$ cat config.mk
export PLATFORM = sky130hd
export DESIGN_NAME = mem_arbiter
export DESIGN_NICKNAME = d
export VERILOG_FILES = /design/src/rtl/mem_arbiter.sv
export SDC_FILE = /design/constraint.sdc
export NUM_CORES = 1
export LEC_CHECK = 0
export ABC_AREA = 0
export BUFFER_PORTS_ARGS = -buffer_cell sky130_fd_sc_hd__buf_4
export CORE_ASPECT_RATIO = 1.1
export CORE_MARGIN = 5
export CORE_UTILIZATION = 36
export CTS_CLUSTER_DIAMETER = 50
export DETAILED_ROUTE_END_ITERATION = 7
export PLACE_DENSITY = 0.79
export SLEW_MARGIN = 0
export SYNTH_ARGS = -nofsm -noshare
export SYNTH_HDL_FRONTEND = slang
export SYNTH_SLANG_ARGS = --single-unit
$ cat constraint.sdc
create_clock -name clk -period 1.6 [get_ports clk]
set_clock_uncertainty 0.2 [all_clocks]
set_input_delay 0.32 -clock clk [delete_from_list [all_inputs] [get_ports clk]]
set_output_delay 0.32 -clock clk [all_outputs]
set_load 0.005 [all_outputs]
$ cat src/rtl/mem_arbiter.sv
// rtl/mem_arbiter.sv - round-robin arbiter sharing one single-port data memory
//
// Optional feature macro: MEM_ARB_LOCK_EN (adds req_lock and a lock FSM so one
// requester can hold the memory across a read-modify-write sequence).
//
// Ports:
//   clk, rst          clock (rising edge), asynchronous active-high reset
//   req_valid/ready   per-requester handshake; a transfer is valid & ready
//   req_wr            per-requester 1 = write, 0 = read
//   req_addr/wdata    packed per-requester address / write data
//   req_lock          (MEM_ARB_LOCK_EN only) hold grant with this requester
//   rsp_valid         one-hot read response strobe, READ_LAT cycles after accept
//   rsp_rdata         read data, zero when no response is presented
//   mem_addr/data_in/wr/enable   drive of the memory pins in the grant cycle
//   mem_data_out      read data from the memory
module mem_arbiter #(
    parameter int NUM_REQ  = 2,
    parameter int ADDR_W   = 8,
    parameter int DATA_W   = 8,
    parameter int READ_LAT = 1
) (
    input  logic                      clk,
    input  logic                      rst,
    input  logic [NUM_REQ-1:0]        req_valid,
    output logic [NUM_REQ-1:0]        req_ready,
    input  logic [NUM_REQ-1:0]        req_wr,
    input  logic [NUM_REQ*ADDR_W-1:0] req_addr,
    input  logic [NUM_REQ*DATA_W-1:0] req_wdata,
`ifdef MEM_ARB_LOCK_EN
    input  logic [NUM_REQ-1:0]        req_lock,
`endif
    output logic [NUM_REQ-1:0]        rsp_valid,
    output logic [DATA_W-1:0]         rsp_rdata,
    output logic [ADDR_W-1:0]         mem_addr,
    output logic [DATA_W-1:0]         mem_data_in,
    output logic                      mem_wr,
    output logic                      mem_enable,
    input  logic [DATA_W-1:0]         mem_data_out
);

    localparam int ID_W = (NUM_REQ > 1) ? $clog2(NUM_REQ) : 1;

    logic [ID_W-1:0]    rr_ptr;
    logic [NUM_REQ-1:0] eligible;
    logic               grant;
    logic [ID_W-1:0]    winner;
    logic [ID_W-1:0]    search_idx;
    logic               xfer;
    logic               ptr_advance;
    logic [ADDR_W-1:0]  sel_addr;
    logic [DATA_W-1:0]  sel_wdata;
    logic               sel_wr;
    logic               sel_lock;

    logic [READ_LAT-1:0] pipe_valid;
    logic [ID_W-1:0]     pipe_id [READ_LAT];

    // Round-robin search starting at rr_ptr; first eligible requester wins.
    always_comb begin
        grant      = 1'b0;
        winner     = '0;
        search_idx = '0;
        for (int k = 0; k < NUM_REQ; k++) begin
            search_idx = ID_W'((int'(rr_ptr) + k) % NUM_REQ);
            if (!grant && eligible[search_idx]) begin
                grant  = 1'b1;
                winner = search_idx;
            end
        end
    end

    // Nothing is granted while reset is held, even though arbitration is combinational.
    assign xfer = grant && !rst;

    // Select the winner's request fields with constant slices.
    always_comb begin
        sel_addr  = '0;
        sel_wdata = '0;
        sel_wr    = 1'b0;
        sel_lock  = 1'b0;
        for (int i = 0; i < NUM_REQ; i++) begin
            if (winner == ID_W'(i)) begin
                sel_addr  = req_addr[i*ADDR_W +: ADDR_W];
                sel_wdata = req_wdata[i*DATA_W +: DATA_W];
                sel_wr    = req_wr[i];
`ifdef MEM_ARB_LOCK_EN
                sel_lock  = req_lock[i];
`endif
            end
        end
    end

`ifdef MEM_ARB_LOCK_EN
    typedef enum logic {UNLOCKED = 1'b0, LOCKED = 1'b1} lock_state_t;

    lock_state_t     lock_state;
    lock_state_t     lock_state_nxt;
    logic [ID_W-1:0] lock_owner;

    always_ff @(posedge clk or posedge rst) begin
        if (rst) begin
            lock_state <= UNLOCKED;
            lock_owner <= '0;
        end else begin
            lock_state <= lock_state_nxt;
            if (lock_state == UNLOCKED && xfer && sel_lock) begin
                lock_owner <= winner;
            end
        end
    end

    always_comb begin
        lock_state_nxt = lock_state;
        case (lock_state)
            UNLOCKED: if (xfer && sel_lock)  lock_state_nxt = LOCKED;
            LOCKED:   if (xfer && !sel_lock) lock_state_nxt = UNLOCKED;
            default:  lock_state_nxt = UNLOCKED;
        endcase
    end

    // While locked only the owner is eligible and the pointer is frozen until
    // the owner's releasing transfer, which advances past the owner.
    always_comb begin
        eligible    = req_valid;
        ptr_advance = xfer;
        if (lock_state == LOCKED) begin
            eligible    = req_valid & (NUM_REQ'(1) << lock_owner);
            ptr_advance = xfer && !sel_lock;
        end
    end
`else
    assign eligible    = req_valid;
    assign ptr_advance = xfer;
`endif

    always_ff @(posedge clk or posedge rst) begin
        if (rst) begin
            rr_ptr <= '0;
        end else if (ptr_advance) begin
            rr_ptr <= (winner == ID_W'(NUM_REQ - 1)) ? '0 : winner + ID_W'(1);
        end
    end

    // Memory drive and handshake for the grant cycle.
    always_comb begin
        req_ready   = '0;
        mem_addr    = '0;
        mem_data_in = '0;
        mem_wr      = 1'b0;
        mem_enable  = 1'b0;
        if (xfer) begin
            req_ready[winner] = 1'b1;
            mem_addr          = sel_addr;
            mem_data_in       = sel_wdata;
            mem_wr            = sel_wr;
            mem_enable        = 1'b1;
        end
    end

    // Read tracking: the tail stage lines up with mem_data_out of that read.
    always_ff @(posedge clk or posedge rst) begin
        if (rst) begin
            pipe_valid <= '0;
            for (int i = 0; i < READ_LAT; i++) begin
                pipe_id[i] <= '0;
            end
        end else begin
            pipe_valid[0] <= xfer && !sel_wr;
            pipe_id[0]    <= winner;
            for (int i = 1; i < READ_LAT; i++) begin
                pipe_valid[i] <= pipe_valid[i-1];
                pipe_id[i]    <= pipe_id[i-1];
            end
        end
    end

    always_comb begin
        rsp_valid = '0;
        rsp_rdata = '0;
        if (pipe_valid[READ_LAT-1]) begin
            rsp_valid[pipe_id[READ_LAT-1]] = 1'b1;
            rsp_rdata                      = mem_data_out;
        end
    end

endmodule
; ---- Yosys cells after proc, flatten, opt, wreduce, memory -nomap -nowiden
; Index checks and enable logic that the tools add are counted.
; Widths: inputs -> output; s select.
[totals]
memories = 0
latch_bits = 0
in_bits = 46
ram_bits = 0
word_cells = 42
register_bits = 3
mem_bits_ro = 0
out_inout_bits = 30
[classes]
order_cmp = 6
n_addsub = 2
mul = 0
bitwise = 0
reduce_logical = 8
mux = 23
eq_ne = 0
shift = 0
div = 0
[ops]
columns = operator, count
row1 = $mux 8, 5
row2 = $mux 1, 14
row3 = $lt 1x2->1 const B, 4
row4 = $logic_and 1x1->1, 5
row5 = $mux 2, 2
row6 = $logic_not 1->1, 3
row7 = $add 1x1->1 const B, 2
row8 = $demux 1 s1, 2
row9 = $ge 1x1->1 const B, 2

; ---- Logic depth before layout (Yosys ltp)
; Gate-level depths: netlist (run 1).
[depth]
word_depth = 11
mapped_depth = 4

; ---- Least setup slack after synthesis (run 1)
; Ideal clock, no wire load.
[synth_timing]
path_kind = register to output
from = register rr_ptr
to = output mem_addr[0]
stages_incl_launch_ff = 5
required_time_ps = 1080
arrival_time_ps = 931
setup_slack_ps = 149
path_cell_list = dfrtp_1 > a21bo_1 > buf_6 > buf_8 > o32ai_2
[synth_between]
elab_chain_cells = 8
elab_cells_between_ends = 14
cone_classes = 1 x add/sub / 10 x mux / 3 x reduce/logical
[synth_lines]
columns = element, line_no
row1 = from (decl), 43  ; logic [ID_W-1:0] rr_ptr;
row2 = from (signal assigned), 140  ; rr_ptr <= (winner == ID_W'(NUM_REQ - 1)) ? '0 : winner + ID_W'(1);
row3 = $mux 1 (implied by the code) (2 in series), 65  ; if (!grant && eligible[search_idx]) begin
row4 = $mux 1, 65
row5 = $logic_not 1->1, 65
row6 = $logic_and 1x1->1, 65
row7 = $mux 1, 65
row8 = $mux 8 / $logic_and 1x1->1 (equally long branches), "82, 73"
row9 = $mux 8 *, 151  ; if (xfer) begin
row10 = to (decl), 34  ; output logic [ADDR_W-1:0] mem_addr,
; Mark *: on every way between the ends. The rest lies on a longest branch, timed or not. The select of a mux whose other input is x is not followed.

; ---- Worst setup path in the final report (run 1)
[layout_timing]
from = register rr_ptr
to = output mem_data_in[1]
[layout_between]
elab_chain_cells = 8
elab_cells_between_ends = 14
cone_classes = 1 x add/sub / 10 x mux / 3 x reduce/logical
[layout_lines]
columns = element, line_no
row1 = $mux 1 (implied by the code) (2 in series), 65
row2 = $mux 1, 65
row3 = $logic_not 1->1, 65
row4 = $logic_and 1x1->1, 65
row5 = $mux 1, 65
row6 = $mux 8 / $logic_and 1x1->1 (equally long branches), "82, 73"
row7 = $mux 8 *, 151
row8 = to (decl), 35  ; output logic [DATA_W-1:0] mem_data_in,
; Marked as above.

==> results of run 1 <==
[power breakdown]
part | switching [mW] | internal (mW)
clock | 0.0425 | 0.0937
sequential | 0.00934 | 0.0857
combinational | 0.167 | 0.251
total | 0.219 | 0.431
[routing by layer]
layer	part of all wire	vias to the layer above	global-route usage
met5	0	-	0
met4	0.0062	0	0.0534
met3	0.090	2	0.0252
met2	0.58	40	0.328
met1	0.32	430	0.176
li1	-	465	-
[layout by cell type, fill, tap and decap left out]
cell      count
clkbuf_4      3
or2_2         1
nor3_4        1
a22o_1        1
or2_0         1
and2_1        9
a21bo_1       1
o32ai_2      18
nor2b_2       1
nor2_2        1
nor2_1        3
nor2b_1       1
inv_1         2
buf_12        3
buf_4        80
dfrtp_1       3
nand2b_1     35
clkbuf_1      1
[sequential cells by signal, indices dropped and copies added, names as in the netlist]
register / count
pipe_id: 1
rr_ptr: 1
pipe_valid: 1
[path summary, 6_finish.rpt]
| path | depth (start not counted) | end | slack (ns) | start |
|---|---|---|---|---|
| worst max-delay path | 4 | mem_data_in[1] | -0.20 | rr_ptr |
| worst min-delay path | 3 | pipe_id | 0.05 | rst |
| worst max register to register | 4 | pipe_valid | 0.29 | rr_ptr |
| worst min register to register | 2 | rr_ptr | 0.45 | rr_ptr |
| max in group asynchronous | 3 | pipe_valid | 1.01 | rst |
| min in group clk | 3 | pipe_valid | 0.18 | req_wr[0] |
[cell type report]
type	instances	area, um2	area share
clock buffer	4	26.3	0.0181
inverter	2	7.51	0.00517
multi-input combinational	73	648	0.446
sequential	3	75.1	0.0517
tap	28	35.0	0.0241
timing repair buffer	83	661	0.455
[worst max-delay path: stages (launching register included)]
cell and delay, ns:
dfrtp_1 0.40, a21bo_1 0.21, buf_12 0.17, o32ai_2 0.11, buf_4 0.15
[per-stage QoR]
step	setup slack [ns]	util
global route	-0.264	0.704
global placement	-0.0664	0.682
detailed placement	-0.0947	0.682
floorplan	0.149	-
CTS	-0.199	0.704
finish	-0.195	0.704
[synthesized netlist by cell type (2+ instances only)]
| cell | number | area, um2 |
|---|---|---|
| and2_1 | 9 | 56.3 |
| buf_2 | 3 | 15.0 |
| buf_4 | 2 | 15.0 |
| buf_6 | 2 | 22.5 |
| clkbuf_1 | 2 | 7.51 |
| dfrtp_1 | 3 | 75.1 |
| inv_1 | 2 | 7.51 |
| nand2b_1 | 35 | 219 |
| nor2_1 | 3 | 11.3 |
| o32ai_2 | 18 | 293 |
[what timing repair did]
action                                  in CTS  in global routing
setup buffers                                1                  0
endpoints found under the setup margin      19                 19
gates resized for setup                      2                  0
pin swaps                                    0                  0
[kinds of logic after synthesis]
family / Yosys count / synth area share
buffers and inverters: 12 / 0.104
AOI/OAI and AO/OA: 20 / 0.392
and+or+nand+nor: 53 / 0.409
DFF: 3 / 0.0945
==> impl_metrics.tcl, run 1 <==
set metrics [dict create \
    outcome "complete, but fails checks" \
    violations "setup timing" \
    avgRoutedWirePerCell_um 14.2 \
    start_util 0.385 \
    place_hpwl_mm 2.24 \
    antenna_found_initial 0 \
    core_area_mm2 0.00206 \
    drt-total-wl_mm 2.74 \
    grt_max_degree 39 \
    detail_route.iter0.violations 15 \
    cp.arrival_ns 1.28 \
    drcViolationCount 0 \
    fin_nets 212 \
    grt_overflow 0 \
    cp.required_ns 1.08 \
    grt_pass1_vias 919 \
    final_cells 193 \
    min_period_over_period 1.12 \
    path_clk_slew_ns 0.04 \
    vias 937 \
    synth.yosys.seq_area_share 0.0945 \
    async_flop_share 1.00 \
    ys_types 19 \
    die_x_um 54.8 \
    numCtsBuffers 3 \
    synth_nets 134 \
    slew_headroom 0.832 \
    vdd_drop_max_v 0.000242 \
    fin_ws_ns -0.195 \
    fillers 156 \
    port_buffers 75 \
    finalCriticalPeriod_ns 1.80 \
    syn_area_um2 795 \
    drive_gt1_frac 0.655 \
    pwr_density_cell_mw_per_mm2 447 \
    synth_cells 88 \
    area_delta_synth_final_pct 82.8 \
    path_max_fanout 19 \
    postLayoutCellArea_mm2 0.00145 \
    maxSlewViolCount 0 \
    clockBufferDepth 2 \
    holdBufCountCts 0 \
    finalSetupViolCount 19 \
    hold_slack_ns 0.0455 \
    track_usage 0.169 \
    via_per_inst 4.85 \
    end_kind "output port" \
    grt_first_pass_wirelength_mm 4.14 \
    drt.antenna.violating_nets 0 \
    critPathLaunchType "register" \
    dp_cells 188 \
    synth_edf_count 0 \
    cts_root_buf "clkbuf_4" \
    antenna_cells 0 \
    cts.sinks 3 \
    finalWeightedCongestion 0.727 \
    ys_ff_latch 3 \
    design_power_total_mw 0.650 \
    worst_slew_pin_slew_ns 0.252 \
    hold_path_class "in -> async" \
    placed_area_mm2 0.00141 \
    firstDrtPassIters 4 \
    tns_ns -3.26 \
    ys.flop_type "dfrtp_1" \
    drv_cap 0 \
    p_leak_nw 0.682 \
    die_area_mm2 0.00325 \
    dieHeight_um 59.3 \
    htreeDepth 1 \
    syn_area_per_cell_um2 9.03 \
    num_io_pins 76 \
    clock_latency_ns 0.24 \
    yosys_warnings 0 \
    cts_tree "done" \
    report.final.hold_viol_count 0 \
    rsz0062_at_grt "true" \
    rows 17 \
    worstSetupPathType "reg -> out" \
    fmax_ghz 0.557 \
]
(Power assumes the default switching activity.)
==> run 2, diff against run 1 <==
--- a/config.mk
+++ b/config.mk
@@ -9,10 +9,11 @@
 export BUFFER_PORTS_ARGS = -buffer_cell sky130_fd_sc_hd__buf_4
 export CORE_ASPECT_RATIO = 1.1
 export CORE_MARGIN = 5
-export CORE_UTILIZATION = 36
+export CORE_UTILIZATION = 38
+export CTS_BUF_LIST = sky130_fd_sc_hd__clkbuf_2
 export CTS_CLUSTER_DIAMETER = 50
 export DETAILED_ROUTE_END_ITERATION = 7
-export PLACE_DENSITY = 0.79
+export PLACE_DENSITY = 0.83
 export SLEW_MARGIN = 0
 export SYNTH_ARGS = -nofsm -noshare
 export SYNTH_HDL_FRONTEND = slang
==> impl_metrics.tcl, run 2 (synthesis gave the netlist of run 1 again) <==
set metrics [dict create \
    die_area_mm2 0.00311 \
    finish.utilization 0.717 \
    grt_first_pass_wirelength_mm 4.06 \
    via_per_inst 4.93 \
    hold-path-endpoint "pipe_valid" \
    pre_cts_ws_ns -0.106 \
    hp-start "req_wr[0]" \
    finalCriticalPeriod_ns 1.81 \
    r2r_end "rr_ptr" \
    cts_tree "done" \
    slew_headroom 0.813 \
    vdd_drop_max_v 0.000233 \
    start_util 0.397 \
    clockBufferDepth 2 \
    holdPathStages 3 \
    die_x_um 53.6 \
    vias 941 \
    tns_ns -3.31 \
    firstDrtPassIters 4 \
    detail_route.iter0.violations 11 \
    drt.antenna.violating_nets 0 \
    htreeDepth 1 \
    r2r_start "rr_ptr" \
    top_regs "pipe_id (1), pipe_valid (1), rr_ptr (1)" \
    core_area_mm2 0.00200 \
    num_io_pins 76 \
    grt_overflow 0 \
    violations "setup timing" \
    drv_cap 0 \
    worst_slew_pin_slew_ns 0.281 \
    avgRoutedWirePerCell_um 14.1 \
    critPathLaunchType "register" \
    cp.required_ns 1.08 \
    mostFrequentLayoutCells "77 x buf_4, 35 x nand2b_1, 18 x o32ai_2" \
    grt_max_degree 42 \
    drive_gt1_frac 0.650 \
    hold_path_class "in -> reg" \
    pwr_density_cell_mw_per_mm2 436 \
    track_usage 0.172 \
    grt_pass1_vias 933 \
    rows 17 \
    end_kind "output port" \
    min_period_over_period 1.13 \
    p_leak_nw 0.673 \
    antenna_cells 0 \
    drt-total-wl_mm 2.69 \
    clock_latency_ns 0.22 \
    fmax_ghz 0.553 \
    cts.sinks 3 \
    reg2reg_setup_slack_ns 0.40 \
    antenna_found_initial 0 \
    final_common_cell "buf_4" \
    maxSlewViolCount 0 \
    path_max_fanout 19 \
    finalSetupViolCount 19 \
    cp.arrival_ns 1.29 \
    cts_root_buf "clkbuf_2" \
    fin_nets 210 \
    port_buffers 75 \
    area_delta_synth_final_pct 80.5 \
    fin_ws_ns -0.208 \
    dieHeight_um 58.0 \
    outcome "complete, but fails checks" \
    place_hpwl_mm 2.13 \
    numCtsBuffers 3 \
    rsz0062_at_grt "true" \
    worstSetupPathType "reg -> out" \
    report.final.hold_viol_count 0 \
    path_clk_slew_ns 0.05 \
    drcViolationCount 0 \
    reg2regPathDepth 3 \
    finalWeightedCongestion 0.719 \
]
==> run 2: changes by cell type in the layout (fill, tap and decap cells not counted), sizes merged <==
cell	before	now
buf	83	80
dlygate4sd3	0	1
==> run 2: routing by layer <==
layer	part of all wire	GRT usage
met4	0.014	0.0803
met2	0.57	0.331
met5	0	0
met3	0.11	0.0334
met1	0.31	0.169
==> run 2: repair_timing <==
action,in CTS,in global routing
setup endpoints to repair,19,19
hold buffers,1,0
setup buffers,0,1
hold endpoints to repair,3,0
resized for setup,2,0
==> run 2: worst max path at each step <==
stage	startpoint	to	depth (start not counted)
finish	rr_ptr	mem_data_in[6]	4
global route	rr_ptr	mem_data_in[6]	4
global placement	req_valid[0]	mem_data_in[6]	5
CTS	rr_ptr	mem_data_in[2]	4
detailed placement	req_valid[0]	mem_data_in[2]	5
floorplan	rr_ptr	mem_addr[0]	4
==> run 2: area by class of cell <==
type / count / area, um2
repair buffers: 81 / 648
flip-flops and latches: 3 / 75.1
multi-input cells: 73 / 648
fillers: 174 / 566
clock buffers: 4 / 20.0
well taps: 28 / 35.0
inverters: 2 / 7.51
==> run 2: report_power, final <==
group          internal [mW]  leakage [nW]  total (mW)  switching, mW
sequential            0.0855        0.0377      0.0954        0.00986
clock                 0.0659        0.0166       0.117         0.0512
combinational          0.246         0.619       0.412          0.166
total                  0.398         0.673       0.625          0.227
==> run 2: through the flow <==
step | cells | power, mW | hold slack (ns) | area [um2]
finish | 191 | 0.625 | 0.184 | 1430
global route | 191 | 0.662 | 0.200 | 1430
CTS | 190 | 0.626 | 0.175 | 1430
detailed placement | 185 | 0.498 | 0.152 | 1390
global placement | 185 | 0.486 | 0.141 | 1390
floorplan | 88 | 0.304 | 0.0394 | 795
==> run 2: critical path, cell delays in order, from the launching register on <==
cell and delay, ns:
dfrtp_1 0.41, a21bo_1 0.21, buf_12 0.17, o32ai_2 0.11, buf_4 0.16
==> run 3, diff against run 2 <==
--- a/config.mk
+++ b/config.mk
@@ -7,13 +7,15 @@
 export LEC_CHECK = 0
 export ABC_AREA = 0
 export BUFFER_PORTS_ARGS = -buffer_cell sky130_fd_sc_hd__buf_4
+export CELL_PAD_IN_SITES_DETAIL_PLACEMENT = 2
+export CELL_PAD_IN_SITES_GLOBAL_PLACEMENT = 2
 export CORE_ASPECT_RATIO = 1.1
 export CORE_MARGIN = 5
-export CORE_UTILIZATION = 38
+export CORE_UTILIZATION = 18
 export CTS_BUF_LIST = sky130_fd_sc_hd__clkbuf_2
 export CTS_CLUSTER_DIAMETER = 50
 export DETAILED_ROUTE_END_ITERATION = 7
-export PLACE_DENSITY = 0.83
+export PLACE_DENSITY_LB_ADDON = 0.08
 export SLEW_MARGIN = 0
 export SYNTH_ARGS = -nofsm -noshare
 export SYNTH_HDL_FRONTEND = slang
==> impl_metrics.tcl, run 3 (synthesis gave the netlist of run 1 again) <==
set metrics [dict create \
    outcome "complete, but fails checks" \
    violations "setup timing" \
    slew_headroom 0.785 \
    hold_path_class "in -> reg" \
    cts_root_buf "clkbuf_2" \
    final_common_cell "buf_4" \
    reg2regPathDepth 4 \
    tns_ns -3.94 \
    worstSetupPathType "reg -> out" \
    sw_frac_of_total 0.380 \
    via_per_inst 4.50 \
    finalWeightedCongestion 0.685 \
    grt_overflow 0 \
    rsz0062_at_grt "true" \
    worst_slew_pin_slew_ns 0.323 \
    grt_pass1_vias 1094 \
    avgRoutedWirePerCell_um 15.1 \
    cts.sinks 3 \
    vias 998 \
    min_period_over_period 1.14 \
    fin_ws_ns -0.231 \
    design_power_total_mw 0.705 \
    cts_tree "done" \
    path_max_fanout 7 \
    pwr-share-comb 0.701 \
    finalCriticalPeriod_ns 1.83 \
    firstDrtPassIters 2 \
    antenna_cells 0 \
    power_frac_clock 0.157 \
    drt.antenna.violating_nets 0 \
    fmax_ghz 0.546 \
    grt_max_degree 42 \
    cp.required_ns 1.08 \
    dp_cells 217 \
    grt_first_pass_wirelength_mm 5.19 \
    num_io_pins 76 \
    critPathLaunchType "register" \
    drive_gt1_frac 0.673 \
    start_util 0.185 \
    core_area_mm2 0.00429 \
    mostFrequentLayoutCells "78 x buf_4, 35 x nand2b_1, 10 x o32ai_4" \
    rows 25 \
    drcViolationCount 0 \
    report.final.hold_viol_count 0 \
    holdPathStages 3 \
    numCtsBuffers 3 \
    finish.utilization 0.379 \
    die_area_mm2 0.00584 \
    final_cells 222 \
    die_x_um 73.3 \
    vdd_drop_max_v 0.000176 \
    detail_route.iter0.violations 12 \
    dieHeight_um 79.7 \
    clock_latency_ns 0.21 \
    sequentialPowerShare 0.142 \
    top_regs "pipe_id (1), pipe_valid (1), rr_ptr (1)" \
    finalSetupViolCount 19 \
    area_delta_synth_final_pct 105 \
    end_kind "output port" \
    drv_cap 0 \
    maxSlewViolCount 0 \
    postCtsSetupRepairBufs 0 \
    htreeDepth 1 \
    internal-power_mw 0.437 \
    pre_cts_ws_ns -0.120 \
    track_usage 0.111 \
    pwr_density_cell_mw_per_mm2 434 \
    p_leak_nw 0.706 \
    clockBufferDepth 2 \
    port_buffers 75 \
    place_hpwl_mm 2.76 \
    switchingPower_mw 0.268 \
    cp.arrival_ns 1.31 \
    antenna_found_initial 0 \
    drt-total-wl_mm 3.35 \
    reg2reg_setup_slack_ns 0.26 \
    fin_nets 215 \
    path_clk_slew_ns 0.05 \
]
-- run 3: cell types whose count changed in the layout (fill, tap and decap cells not counted), moves of 2 or more --
cell / delta
buf_6: +5
o32ai_4: +10
buf_12: -3
o32ai_2: -10
buf_8: +2
-- run 3: path summary, 6_finish.rpt --
path | from | to
max in group asynchronous | rst | rr_ptr
setup reg to reg | rr_ptr | pipe_valid
hold / removal | req_wr[0] | pipe_valid
hold reg to reg | rr_ptr | rr_ptr
setup / recovery | rr_ptr | mem_wr
min in group asynchronous | rst | rr_ptr
-- run 3: per-layer routing --
metal  share of wire  up-vias  GRT usage  wire length (um)
met5               0        -          0                 0
li1                -      470          -                 -
met2            0.52       47      0.204              1730
met4           0.016        0     0.0254                55
met3           0.090        6     0.0353               300
met1            0.38      475      0.122              1260
-- run 3: cell type report --
class                   instances  area [um2]
fillers                       488        2660
multi-input cells              73         772
repair buffers                 86         682
flip-flops and latches          3        76.3
well taps                      54        67.6
clock buffers                   4        20.0
inverters                       2        7.51
-- run 3: worst max-delay path, cell delays in order, from the launching register on --
cell     delay [ns]
dfrtp_2        0.44
a21bo_4        0.26
buf_8          0.15
o32ai_2        0.09
buf_4          0.15
-- run 3: repair_timing --
item / CTS / global route
pin swaps: 0 / 1
hold buffers: 1 / 0
resized for setup: 3 / 21
endpoints found under the setup margin: 19 / 19
endpoints found under the hold margin: 3 / 0
-- run 3: power by group through the flow --
stage / Combinational [mW] / Clock [mW] / Sequential, mW
floorplan: 0.210 / 0 / 0.0935
global placement: 0.405 / 0 / 0.0964
global route: 0.535 / 0.125 / 0.102
finish: 0.494 / 0.111 / 0.100
CTS: 0.427 / 0.116 / 0.0968
detailed placement: 0.418 / 0 / 0.0974
-- run 3: stage by stage --
stage	hold WS (ns)	area, um2
2_1_floorplan	0.0394	795
3_3_place_gp	0.164	1430
3_5_place_dp	0.181	1430
4_1_cts	0.193	1470
5_1_grt	0.190	1630
6_report	0.199	1630
